`src/rtl/logic_gates_bist.sv`:
```
// logic_gates_bist
// Self-test engine for a two-input basic-gate block. It walks the shared
// a/b stimulus through 00, 01, 10, 11 and waits SETTLE_CYCLES after each
// vector. It then compares the seven gate responses against locally
// computed expectations and accumulates sticky per-gate and per-vector
// failure flags plus a mismatch count.
//
// Handshake: start is a level request that is sampled only in IDLE. A run
// is accepted on the edge where start is high in IDLE. busy stays high
// until the last CHECK. done pulses for one cycle, and the results (pass,
// fail_mask, fail_vec, err_count) hold until the next accepted start.
module logic_gates_bist #(
   parameter int SETTLE_CYCLES = 2
) (
   input  logic       clk,
   input  logic       rst,
   input  logic       start,
   output logic       drv_a,
   output logic       drv_b,
   input  logic [6:0] gate_in,
   output logic       busy,
   output logic       done,
   output logic       pass,
   output logic [6:0] fail_mask,
   output logic [3:0] fail_vec,
   output logic [4:0] err_count,
   output logic [2:0] dbg_state
);

   typedef enum logic [2:0] {
      S_IDLE   = 3'd0,
      S_APPLY  = 3'd1,
      S_SETTLE = 3'd2,
      S_CHECK  = 3'd3,
      S_DONE   = 3'd4
   } state_t;

   localparam logic [3:0] SETTLE_INIT = 4'(SETTLE_CYCLES);

   state_t     state_q, state_d;
   logic [1:0] vec_q, vec_d;
   logic [3:0] cnt_q, cnt_d;
   logic       drv_a_q, drv_a_d;
   logic       drv_b_q, drv_b_d;
   logic       pass_q, pass_d;
   logic [6:0] fail_mask_q, fail_mask_d;
   logic [3:0] fail_vec_q, fail_vec_d;
   logic [4:0] err_count_q, err_count_d;

   logic [6:0] expected;
   logic [6:0] mism;
   logic [2:0] mism_cnt;

   function automatic logic [2:0] popcount7(input logic [6:0] x);
      logic [2:0] n;
      n = '0;
      for (int i = 0; i < 7; i++) begin
         n = n + {2'b00, x[i]};
      end
      return n;
   endfunction

   // State register and all datapath registers, cleared asynchronously.
   always_ff @(posedge clk or posedge rst) begin
      if (rst) begin
         state_q     <= S_IDLE;
         vec_q       <= '0;
         cnt_q       <= '0;
         drv_a_q     <= 1'b0;
         drv_b_q     <= 1'b0;
         pass_q      <= 1'b0;
         fail_mask_q <= '0;
         fail_vec_q  <= '0;
         err_count_q <= '0;
      end else begin
         state_q     <= state_d;
         vec_q       <= vec_d;
         cnt_q       <= cnt_d;
         drv_a_q     <= drv_a_d;
         drv_b_q     <= drv_b_d;
         pass_q      <= pass_d;
         fail_mask_q <= fail_mask_d;
         fail_vec_q  <= fail_vec_d;
         err_count_q <= err_count_d;
      end
   end

   // Next-state logic: one pass over four vectors, then back to IDLE.
   always_comb begin
      state_d = state_q;
      case (state_q)
         S_IDLE:   if (start) state_d = S_APPLY;
         S_APPLY:  state_d = (SETTLE_CYCLES == 0) ? S_CHECK : S_SETTLE;
         S_SETTLE: if (cnt_q <= 4'd1) state_d = S_CHECK;
         S_CHECK:  state_d = (vec_q == 2'd3) ? S_DONE : S_APPLY;
         S_DONE:   state_d = S_IDLE;
         default:  state_d = S_IDLE;
      endcase
   end

   // Response comparison against the ideal gate set for the driven vector.
   always_comb begin
      expected = {~(drv_a_q ^ drv_b_q), drv_a_q ^ drv_b_q, ~(drv_a_q | drv_b_q),
                  ~(drv_a_q & drv_b_q), ~drv_a_q, drv_a_q | drv_b_q, drv_a_q & drv_b_q};
      mism     = gate_in ^ expected;
      mism_cnt = popcount7(mism);
   end

   // Datapath next values. The stimulus is loaded on the edge that enters
   // APPLY, so it is already stable for the whole APPLY..CHECK window.
   always_comb begin
      vec_d       = vec_q;
      cnt_d       = cnt_q;
      drv_a_d     = drv_a_q;
      drv_b_d     = drv_b_q;
      pass_d      = pass_q;
      fail_mask_d = fail_mask_q;
      fail_vec_d  = fail_vec_q;
      err_count_d = err_count_q;
      case (state_q)
         S_IDLE: begin
            drv_a_d = 1'b0;
            drv_b_d = 1'b0;
            if (start) begin
               vec_d       = '0;
               pass_d      = 1'b0;
               fail_mask_d = '0;
               fail_vec_d  = '0;
               err_count_d = '0;
            end
         end
         S_APPLY: begin
            cnt_d = SETTLE_INIT;
         end
         S_SETTLE: begin
            cnt_d = cnt_q - 4'd1;
         end
         S_CHECK: begin
            fail_mask_d = fail_mask_q | mism;
            fail_vec_d  = fail_vec_q | (4'(|mism) << vec_q);
            err_count_d = err_count_q + {2'b00, mism_cnt};
            if (vec_q == 2'd3) begin
               // Verdict becomes visible together with done.
               pass_d  = ((fail_mask_q | mism) == 7'd0);
               drv_a_d = 1'b0;
               drv_b_d = 1'b0;
            end else begin
               vec_d   = vec_q + 2'd1;
               drv_a_d = vec_d[1];
               drv_b_d = vec_d[0];
            end
         end
         S_DONE: begin
            drv_a_d = 1'b0;
            drv_b_d = 1'b0;
         end
         default: begin
            drv_a_d = 1'b0;
            drv_b_d = 1'b0;
         end
      endcase
   end

   // Output decode from the current state and result registers.
   always_comb begin
      busy      = (state_q == S_APPLY) || (state_q == S_SETTLE) || (state_q == S_CHECK);
      done      = (state_q == S_DONE);
      drv_a     = drv_a_q;
      drv_b     = drv_b_q;
      pass      = pass_q;
      fail_mask = fail_mask_q;
      fail_vec  = fail_vec_q;
      err_count = err_count_q;
      dbg_state = state_q;
   end

endmodule

```
`config.mk`:
```
export PLATFORM = sky130hd
export DESIGN_NAME = logic_gates_bist
export DESIGN_NICKNAME = d
export VERILOG_FILES = /design/src/rtl/logic_gates_bist.sv
export SDC_FILE = /design/constraint.sdc
export NUM_CORES = 1
export LEC_CHECK = 0
export CORE_MARGIN = 4
export CORE_UTILIZATION = 46
export DETAILED_ROUTE_END_ITERATION = 7
export PLACE_DENSITY = 0.72
export SETUP_SLACK_MARGIN = 0.4
export SLEW_MARGIN = 20
export SYNTH_ARGS = -nofsm -noshare
export SYNTH_HDL_FRONTEND = slang
export SYNTH_SLANG_ARGS = --single-unit
```
`constraint.sdc`:
```
create_clock -name clk -period 3.6 [get_ports clk]
set_input_delay 0.54 -clock clk [delete_from_list [all_inputs] [get_ports clk]]
set_output_delay 0.54 -clock clk [all_outputs]
set_load 0.02 [all_outputs]
```
==> summary.md, run 1 <==
| Metric | Value |
|---|---|
| Initial antenna violation count | 0 |
| Iter 0 DRT Violations | 76 |
| Clock tree buffer depth | 2 |
| Starting Density | 0.4944 |
| Sequential cell area | 703.2 sq um |
| Met3 Usage GRT | 0.02917 |
| CTS tree | done |
| WHS Path Cells | 2 |
| Clk_skew | 6.020 ps |
| Global Route Usage Sum | 0.1921 |
| Core area | 3442 sq um |
| Lkg Pwr | 1.040 nW |
| DR WL/cell | 15.18 microns |
| R2R depth | 14 |
| Final Hold Viols | 0 |
| Vias per inst | 5.382 |
| Vias in the first global route | 1460 |
| Pwr dens | 1211 nW/um^2 |
| M1 GR Usage | 0.2518 |
| Min-Delay Path Class | reg -> reg |
| DRC viols | 0 |
| MaxCap Viol Count | 0 |
| R2R setup slack | 60 ps |
| Relative slew slack | 0.6047 |
| Ports | 34 |
| Worst EP required | 3750 ps |
| EDFF count, synth | 0 |
| Layout cells sized above 1 | 0.1502 |
| Hold endpoint | fail_vec[1]$_DFFE_PP0P_ |
| First-pass GRT wire length | 6.734 mm |
| Nets | 240 |
| Post-route ant nets | 0 |
| RD Place Congestion | 0.8722 |
| Die W | 68.82 microns |
| Async S/R FF share, synth | 1.000 |
| Remaining global-route overflow | 0 |
| Worst-margin pin slew | 592.1 ps |
| Final worst-path cycle share | 0.9839 |
| Clk sink count | 28 |
| Seq cells post-synth | 28 |
| Cells after Synth | 172 |
| Cell mode on critical path | fa_1 |
| Setup violators final | 0 |
| Clock latency on the worst-skew pair | 280 ps |
| Syn avg cell area | 9.893 sq um |
| Synth cell types | 41 |
| VDD IR max | 0.7633 mV |
| Gr busiest metal | met2 |
| Critical R2R Capture | err_count[2]$_DFFE_PP0P_ |
| Crit Path Category | reg -> reg |
| Placed Area | 2135 sq um |
| Run status | completed |
| 1st-pass router iterations | 4 |
| CTS Hold Buffers Added | 0 |
| Root Driver | clkbuf_8 |
| Fillers | 271 |
| Ys Warns | 0 |
| Post-Route WL | 3.932 mm |
| Post-synth top area share | 0.4118 |
| Crit. End Element | flip-flop |
| Largest net degree at the start of global routing | 29 |
| Worst hold start | fail_vec[1]$_DFFE_PP0P_ |
| Total Power | 2.767 mW |
| Port buffer count | 33 |
| Worst path max stage delay | 500 ps |
| Main synth FF type | dfrtp_1 |
| Nature of the critical path startpoint | flip-flop |
| H-Tree Level Count | 1 |
| Global-route track usage on met2 | 0.3337 |
| Top post-synthesis cells by area | dfrtp_1 41%, ha_1 8.8%, fa_1 4.7% |
| Area growth syn-to-layout | 34.26% |
| Arrival time worst endpoint | 3690 ps |
| Minimum clock period | 3542 ps |
| Max Fclk | 0.2823 GHz |
| Net Count, Synth | 198 |
| Die Ht | 68.82 microns |
| Cells along the critical path | ha_4, xnor2_2, fa_1, inv_1, fa_1, inv_1, fa_1, inv_2, ha_4, fa_2, buf_4, buf_6, xnor2_4, o21ai_1 |
| Reg2reg start | drv_a$_DFFE_PP0P_ |
| Crit Path Max Fanout | 5 |
| Die area | 4736 sq um |
| # diodes | 0 |
| Multi-input gate area | 982.2 sq um |
| Largest area contributor in the netlist | dfrtp_1 |
| CTS buffer count | 3 |
| RSZ-0062 raised after global routing | yes |
| Slowest-stage cell, CP | fa_1 |
| Vias | 1394 |
| Number of core rows | 21 |
| Reg clk slew, reported paths | 100 ps |
| Mapped Area | 1702 sq um |
| Slew Limit Fails | 0 |
| Sequential area share after synthesis | 0.4118 |
| Detailed Place HPWL | 2.863 mm |
| Finished Cell Area | 2285 sq um |
[synthesized netlist by cell type (3+ instances only)]
library cell  count
fa_1              4
xnor2_1           5
nor2_1           17
o21a_1            3
nor2b_1           3
ha_1             12
nand2_1           9
clkbuf_1          4
a21o_1            5
nand3b_1          3
dfrtp_1          28
xor2_1            5
o21ai_0           8
nor3_1            4
nor3b_1           4
inv_1            13
a21oi_1          15
a22o_1            3
[kinds of logic (layout without fill, tap and decap cells)]
logic type	count (synthesis)	in the layout	share of synthesized area
and+or+nand+nor	51	51	0.1566
AOI/OAI and AO/OA	46	46	0.1868
buffers and inverters	21	62	0.05809
DFF	28	28	0.4118
xor gates and xnor gates	10	10	0.05147
adders and majority gates	16	16	0.1353
[state kept, by name, indices dropped and copies added, names as in the netlist]
| signal | flops |
|---|---|
| drv_a | 1 |
| vec_q | 2 |
| dbg_state | 3 |
| fail_vec | 4 |
| drv_b | 1 |
| cnt_q | 4 |
| err_count | 5 |
| pass | 1 |
| fail_mask | 7 |
[routing by layer]
metal,part of all wire,up-vias,wire (microns)
li1,-,682,-
met1,0.45,680,1764
met2,0.50,27,1976
met3,0.038,5,151
met4,0.010,0,40
met5,0,-,0
[where the power goes]
part	leakage, nW	switching (mW)	internal [mW]
registers	0.359	0.155	0.438
logic	0.645	0.920	1.01
clock network	0.0357	0.0987	0.149
[worst max-delay path: cells and delay by family (launching register included)]
| family | cells | cell delay [ps] |
|---|---|---|
| AO/OA/AOI/OAI | 1 | 70 |
| XOR/XNOR | 2 | 300 |
| adder cells (fa/ha/maj) | 6 | 2150 |
| buffers and inverters | 5 | 410 |
| flip-flops | 1 | 490 |
[what timing repair did]
item,4_1_cts,5_1_grt
setup buffers,4,2
gates resized for setup,7,3
endpoints found under the setup margin,4,4
pin swaps,7,7
[per-stage QoR]
stage,util,hold slack (ps),instances,TNS (ps),worst slack (ps)
2_1_floorplan,-,504.5,172,0,165.9
4_1_cts,0.6532,493.9,257,0,63.58
6_report,0.6638,492.5,259,0,57.88
3_5_place_dp,0.6201,471.4,249,-1212,-436.4
3_3_place_gp,0.6201,461.8,249,-1179,-406.9
5_1_grt,0.6638,530.9,259,-117.8,-65.22
[area by class of cell]
| cell class | instances | share of cell area |
|---|---|---|
| Clock inverter | 1 | 0.01314 |
| Inverter | 13 | 0.02136 |
| Sequential cell | 28 | 0.3078 |
| Timing Repair Buffer | 45 | 0.1846 |
| Tap cell | 46 | 0.02519 |
| Multi-Input combinational cell | 123 | 0.4299 |
| Clock buffer | 3 | 0.01807 |
[placed cells by master (no fill, tap or decap), types with 3 or more instances in the layout]
| master | Yosys | layout |
|---|---|---|
| clkdlybuf4s50_1 | 0 | 31 |
| dfrtp_1 | 28 | 26 |
| nor2_1 | 17 | 17 |
| a21oi_1 | 15 | 13 |
| inv_1 | 13 | 11 |
| buf_4 | 1 | 11 |
| ha_1 | 12 | 10 |
| nand2_1 | 9 | 9 |
| o21ai_0 | 8 | 6 |
| xor2_1 | 5 | 5 |
| a21o_1 | 5 | 5 |
| nor3_1 | 4 | 4 |
| nor3b_1 | 4 | 4 |
| nand3b_1 | 3 | 3 |
| nor2b_1 | 3 | 3 |
| o21a_1 | 3 | 3 |
| a22o_1 | 3 | 3 |
| o21ai_1 | 1 | 3 |
| fa_1 | 4 | 3 |
| clkbuf_8 | 0 | 3 |
[worst max path at each step]
| stage | startpoint | end | slack, ps | depth (start not counted) |
|---|---|---|---|---|
| final | drv_a$_DFFE_PP0P_ | err_count[2]$_DFFE_PP0P_ | 60 | 14 |
| after global routing | drv_a$_DFFE_PP0P_ | err_count[4]$_DFFE_PP0P_ | -70 | 14 |
| after CTS | drv_a$_DFFE_PP0P_ | err_count[4]$_DFFE_PP0P_ | 60 | 14 |
| after detailed placement | gate_in[2] | err_count[4]$_DFFE_PP0P_ | -440 | 15 |
| after global placement | gate_in[2] | err_count[4]$_DFFE_PP0P_ | -410 | 15 |
| after floorplan | drv_a$_DFFE_PP0P_ | err_count[4]$_DFFE_PP0P_ | 170 | 14 |
(Power assumes the default switching activity.)
==> inputs of run 2 (changes only) <==
- CORE_UTILIZATION: 46 -> 51
- CTS_CLUSTER_SIZE: unset -> 28
- PLACE_DENSITY: 0.72 -> 0.76
- clock period: 3.6 -> 3.41 ns (I/O delays scaled with it)
==> run 2 against run 1 <==
  * The flow now finishes with violations (setup timing)
  * First-iteration DRC count rose by 9.2%
  * Sequential cell count did not move
  * Via count rose by 1.1%
  * Design area barely moved
  * Routed wire length rose by 3.0%
  * Non-clock buffer count rose by 2
  * Register-to-register slack got worse by 180 ps
  * Worst setup slack got worse by 210 ps
  * Critical path type is now in -> reg
==> summary.md, run 2 (synthesis results as in run 1) <==
| Metric | Value |
|---|---|
| Setup violators final | 3 |
| Met3 Usage GRT | 0.02564 |
| Remaining global-route overflow | 0 |
| Post-route ant nets | 0 |
| Port buffer count | 33 |
| Final worst-path cycle share | 1.044 |
| Crit Path Category | in -> reg |
| Worst-margin pin slew | 531.6 ps |
| Clk sink count | 28 |
| Max Fclk | 0.2808 GHz |
| DR WL/cell | 15.63 microns |
| Die Ht | 65.76 microns |
| MaxCap Viol Count | 0 |
| Total Power | 2.863 mW |
| H-Tree Level Count | 1 |
| Initial antenna violation count | 0 |
| Global-route track usage on met2 | 0.3892 |
| Pwr dens | 1254 nW/um^2 |
| Max reg flops | 7 |
| Detailed Place HPWL | 2.975 mm |
| Nets | 242 |
| CTS buffer count | 3 |
| CTS Hold Buffers Added | 0 |
| Worst path max stage delay | 510 ps |
| Run status | finished with violations |
| Reg clk slew, reported paths | 150 ps |
| Area growth syn-to-layout | 34.19% |
| # diodes | 0 |
| Relative slew slack | 0.6445 |
| Clock latency on the worst-skew pair | 330 ps |
| Hold endpoint | fail_vec[0]$_DFFE_PP0P_ |
| Sequential cell area | 703.2 sq um |
| Lkg Pwr | 1.040 nW |
| RD Place Congestion | 0.7855 |
| Ports | 34 |
| Slew Limit Fails | 0 |
| Clk_skew | 3.230 ps |
| Worst path top cell family by delay | adder cells |
| Critical R2R Capture | err_count[4]$_DFFE_PP0P_ |
| Final worst slack | -151.1 ps |
| RSZ-0062 raised after global routing | yes |
| Starting Density | 0.5440 |
| Layout cells sized above 1 | 0.1535 |
| Die W | 65.76 microns |
| Fillers | 248 |
| Commonest non-fill, non-tap cell in the layout | clkdlybuf4s50_1 |
| DRC viols | 0 |
| Minimum clock period | 3561 ps |
| Violations in the final reports | setup timing |
| R2R depth | 14 |
| Final Hold Viols | 0 |
| Worst hold start | fail_vec[0]$_DFFE_PP0P_ |
| Largest net degree at the start of global routing | 29 |
| Vias in the first global route | 1497 |
| R2R setup slack | -120 ps |
| Core area | 3128 sq um |
| WP buf/inv | 4 |
| Multi-input gate area | 982.2 sq um |
| Vias per inst | 5.440 |
| Iter 0 DRT Violations | 83 |
| Root Driver | clkbuf_4 |
| WHS Path Cells | 2 |
| Reg2reg start | drv_a$_DFFE_PP0P_ |
| Final hold slack | 499.2 ps |
| Vias | 1409 |
| CTS tree | done |
| Number of core rows | 20 |
| Global Route Usage Sum | 0.2096 |
| Crit Path Max Fanout | 2 |
| Arrival time worst endpoint | 3810 ps |
| Clock tree buffer depth | 2 |
| Min-Delay Path Class | reg -> reg |
| Die area | 4324 sq um |
| M1 GR Usage | 0.2522 |
| Worst EP required | 3650 ps |
| Most frequent cells in the layout | 32 x clkdlybuf4s50_1, 26 x dfrtp_1, 17 x nor2_1 |
| 1st-pass router iterations | 4 |
| Crit. End Element | flip-flop |
| Slowest-stage cell, CP | clkdlybuf4s50_1 |
| VDD IR max | 1.019 mV |
| First-pass GRT wire length | 6.969 mm |
| Gr busiest metal | met2 |
| Cell mode on critical path | fa_1 |
| Nature of the critical path startpoint | primary input |
| Post-Route WL | 4.049 mm |
| Cells along the critical path | clkdlybuf4s50_1, xnor2_4, fa_1, inv_1, fa_1, inv_1, fa_1, inv_2, ha_4, fa_2, a21o_1, a21oi_2, o211ai_1, o31ai_1 |
[run 2: cell types whose count changed in the layout (fill, tap and decap cells not counted), sizes merged]
| cell | previous run | this run |
|---|---|---|
| dlygate4sd2 | 2 | 1 |
| clkdlybuf4s50 | 31 | 32 |
| buf | 12 | 14 |
[run 2: metal layers]
metal	vias up	share of wire
met4	0	0.017
met2	32	0.54
met1	682	0.41
met3	11	0.029
met5	-	0
li1	684	-
[run 2: worst min-delay path, cell delays in order (launching register included)]
cell,delay (ps)
dfrtp_1,380
nand2_1,50
o41ai_1,50
[run 2: power by group]
part,switching [mW],internal (mW)
clock network,0.100,0.119
logic,0.961,1.06
registers,0.157,0.461
total,1.22,1.64
[run 2: worst max-delay path by stage]
| stage | startpoint | endpoint | slack (ps) | cells after the start |
|---|---|---|---|---|
| finish | gate_in[0] | err_count[4]$_DFFE_PP0P_ | -150 | 14 |
| detailed placement | gate_in[2] | err_count[4]$_DFFE_PP0P_ | -610 | 15 |
| CTS | drv_a$_DFFE_PP0P_ | err_count[4]$_DFFE_PP0P_ | -130 | 14 |
| global placement | gate_in[2] | err_count[4]$_DFFE_PP0P_ | -580 | 15 |
| global route | drv_a$_DFFE_PP0P_ | err_count[4]$_DFFE_PP0P_ | -280 | 14 |
| floorplan | drv_a$_DFFE_PP0P_ | err_count[4]$_DFFE_PP0P_ | -20 | 14 |
[run 2: repair_timing]
| action | 4_1_cts | 5_1_grt |
|---|---|---|
| resized for setup | 7 | 1 |
| endpoints found under the hold margin | 0 | 0 |
| buffers inserted | 3 | 1 |
| pin swaps | 7 | 4 |
| endpoints found under the setup margin | 5 | 5 |
[run 2: cell type report]
class                   count  share of cell area
clock buffers               3            0.009863
clock inverters             1             0.01315
inverters                  13             0.02137
multi-input cells         123              0.4301
flip-flops and latches     28              0.3079
well taps                  44             0.02411
repair buffers             47              0.1934
[run 2: metrics by stage]
step | TNS, ps | setup WS, ps | std cells | util | area, sq um
floorplan | -22.48 | -22.48 | 172 | - | 1755
global placement | -1864 | -576.3 | 251 | 0.6924 | 2166
detailed placement | -1975 | -606.1 | 251 | 0.6924 | 2166
CTS | -297.4 | -129.2 | 258 | 0.7240 | 2265
global route | -764.0 | -281.3 | 259 | 0.7300 | 2283
finish | -363.9 | -151.1 | 259 | 0.7300 | 2283
==> inputs of run 3 (changes only) <==
--- a/config.mk
+++ b/config.mk
@@ -7,2 +7,3 @@
 export LEC_CHECK = 0
+export CAP_MARGIN = 10
 export CORE_MARGIN = 4
==> constraint.sdc (replaced) <==
create_clock -name clk -period 3.41 [get_ports clk]
set_input_delay 0.8525 -clock clk [delete_from_list [all_inputs] [get_ports clk]]
set_output_delay 0.8525 -clock clk [all_outputs]
set_load 0.02 [all_outputs]
==> run 3 against run 2 <==
  * Largest cell class unchanged
  * Non-clock buffer count increased by 1
  * First-iteration DRC count decreased by 45%
  * Highest routed layer is now met3
  * The flow still finishes with violations (setup timing)
  * Power decreased by 7.2%
  * Count of clock-buffer cells in the layout did not move
  * Critical path depth grew 1
  * Worst setup slack improved by 3.6 ps
  * Critical path type unchanged
==> summary.md, run 3 (synthesis results as in run 1) <==
| Metric | Value |
|---|---|
| Vias | 1414 |
| Layout cells sized above 1 | 0.1620 |
| Nets | 243 |
| Vias in the first global route | 1432 |
| Cell mode on critical path | fa_1 |
| Combinational Power Share | 0.688 |
| RD Place Congestion | 0.8811 |
| Int Power | 1.506 mW |
| Violations in the final reports | setup timing |
| Sequential cell area | 700.7 sq um |
| Setup violators final | 2 |
| Crit Path Category | in -> reg |
| Final worst-path cycle share | 1.043 |
| Max Fclk | 0.2811 GHz |
| Minimum clock period | 3557 ps |
| RSZ-0062 raised after global routing | yes |
| Finished Cell Area | 2297 sq um |
| Multi-input gate area | 987.2 sq um |
| Starting Density | 0.5440 |
| Reg clk slew, reported paths | 160 ps |
| # diodes | 0 |
| Switching power | 1.151 mW |
| Clock Power Share | 0.083 |
| Placed Area | 2176 sq um |
| Slowest-stage cell, CP | fa_1 |
| Total Power | 2.656 mW |
| Die W | 65.76 microns |
| Worst path max stage delay | 490 ps |
| Die area | 4324 sq um |
| Post-route ant nets | 0 |
| Placed Instances | 254 |
| Area growth syn-to-layout | 35.00% |
| Worst EP required | 3650 ps |
| Max reg flops | 7 |
| Final Hold Viols | 0 |
| Final worst slack | -147.5 ps |
| Clk sink count | 28 |
| Min-Delay Path Class | reg -> reg |
| Crit Path Max Fanout | 2 |
| Die Ht | 65.76 microns |
| Vias per inst | 5.438 |
| Setup TNS | -157.9 ps |
| Global Route Usage Sum | 0.1932 |
| Most frequent cells in the layout | 31 x clkdlybuf4s50_1, 28 x dfrtp_1, 17 x nor2_1 |
| Fillers | 232 |
| Lkg Pwr | 1.046 nW |
| Largest net degree at the start of global routing | 29 |
| Sw Share | 0.4331 |
| Clk_skew | 11.39 ps |
| CTS Hold Buffers Added | 0 |
| Root Driver | clkbuf_4 |
| WP buf/inv | 5 |
| Finished Layout Cells | 260 |
| 1st-pass router iterations | 4 |
| Crit. End Element | flip-flop |
| Number of core rows | 20 |
| Detailed Place HPWL | 2.894 mm |
| Pwr dens | 1156 nW/um^2 |
| Post-Route WL | 3.876 mm |
| Core area | 3128 sq um |
| MaxCap Viol Count | 0 |
| CTS tree | done |
| Sequential Power Share | 0.229 |
| H-Tree Level Count | 1 |
| DR WL/cell | 14.91 microns |
| Post-Place Setup Slack | -995.4 ps |
| Slew Limit Fails | 0 |
| Final hold slack | 502.6 ps |
| Commonest non-fill, non-tap cell in the layout | clkdlybuf4s50_1 |
| Arrival time worst endpoint | 3800 ps |
| VDD IR max | 0.8527 mV |
| First-pass GRT wire length | 6.527 mm |
| Port buffer count | 33 |
| Initial antenna violation count | 0 |
| DRC viols | 0 |
| Run status | finished with violations |
| Iter 0 DRT Violations | 46 |
| Relative slew slack | 0.6433 |
| CTS buffer count | 3 |
| Remaining global-route overflow | 0 |
| Worst path top cell family by delay | adder cells |
| Worst-margin pin slew | 535.1 ps |
| Nature of the critical path startpoint | primary input |
| Clock latency on the worst-skew pair | 330 ps |
| Ports | 34 |
| Clock tree buffer depth | 2 |
| Cells along the critical path | buf_8, xnor2_4, inv_2, fa_1, inv_1, fa_1, inv_1, fa_1, inv_2, ha_4, fa_2, a21o_1, a21oi_2, o211ai_1, o31ai_1 |
| Final core utilization | 0.7344 |
==> run 3: final cells by class <==
class                      instances  area share
clock buffer                       3    0.009804
timing repair buffer              48      0.1972
inverter                          13     0.02124
tap                               44     0.02397
clock inverter                     1     0.01307
sequential                        28      0.3050
multi-input combinational        123      0.4297
==> run 3: power by group through the flow <==
stage | sequential, mW | combinational [mW] | clock [mW]
finish | 0.609 | 1.83 | 0.220
global route | 0.633 | 2.02 | 0.242
CTS | 0.600 | 1.81 | 0.222
detailed placement | 0.607 | 1.77 | 0
global placement | 0.597 | 1.71 | 0
floorplan | 0.678 | 1.12 | 0
==> run 3: final timing paths <==
| kind | start | slack [ps] | end | depth (start not counted) |
|---|---|---|---|---|
| min | fail_vec[0]$_DFFE_PP0P_ | 500 | fail_vec[0]$_DFFE_PP0P_ | 2 |
| max in group asynchronous | rst | 2270 | fail_mask[0]$_DFFE_PP0P_ | 3 |
| min reg2reg | fail_vec[0]$_DFFE_PP0P_ | 500 | fail_vec[0]$_DFFE_PP0P_ | 2 |
| min in group asynchronous | rst | 870 | cnt_q[3]$_DFFE_PP0N_ | 3 |
| max reg2reg | drv_a$_DFFE_PP0P_ | -100 | err_count[4]$_DFFE_PP0P_ | 14 |
| max | gate_in[2] | -150 | err_count[4]$_DFFE_PP0P_ | 15 |
==> run 3: per-layer routing <==
layer,GRT usage,vias to the layer above,routed length (microns)
met5,0,-,0
met4,0.03109,0,0
met3,0.03077,0,135
met2,0.3542,30,2087
met1,0.2399,697,1653
li1,-,687,-
==> run 3: what timing repair did <==
action	4_1_cts	5_1_grt
buffers inserted	0	2
resized for setup	16	3
endpoints found under the setup margin	5	5
pin swaps	8	7
==> run 3: worst reg2reg max path: cells and delay by family (launching register included) <==
family                   cells  cell delay [ps]
AO/OA/AOI/OAI                4              540
XOR/XNOR                     1              130
adder cells (fa/ha/maj)      6             2160
buffers and inverters        3              150
flip-flops                   1              450
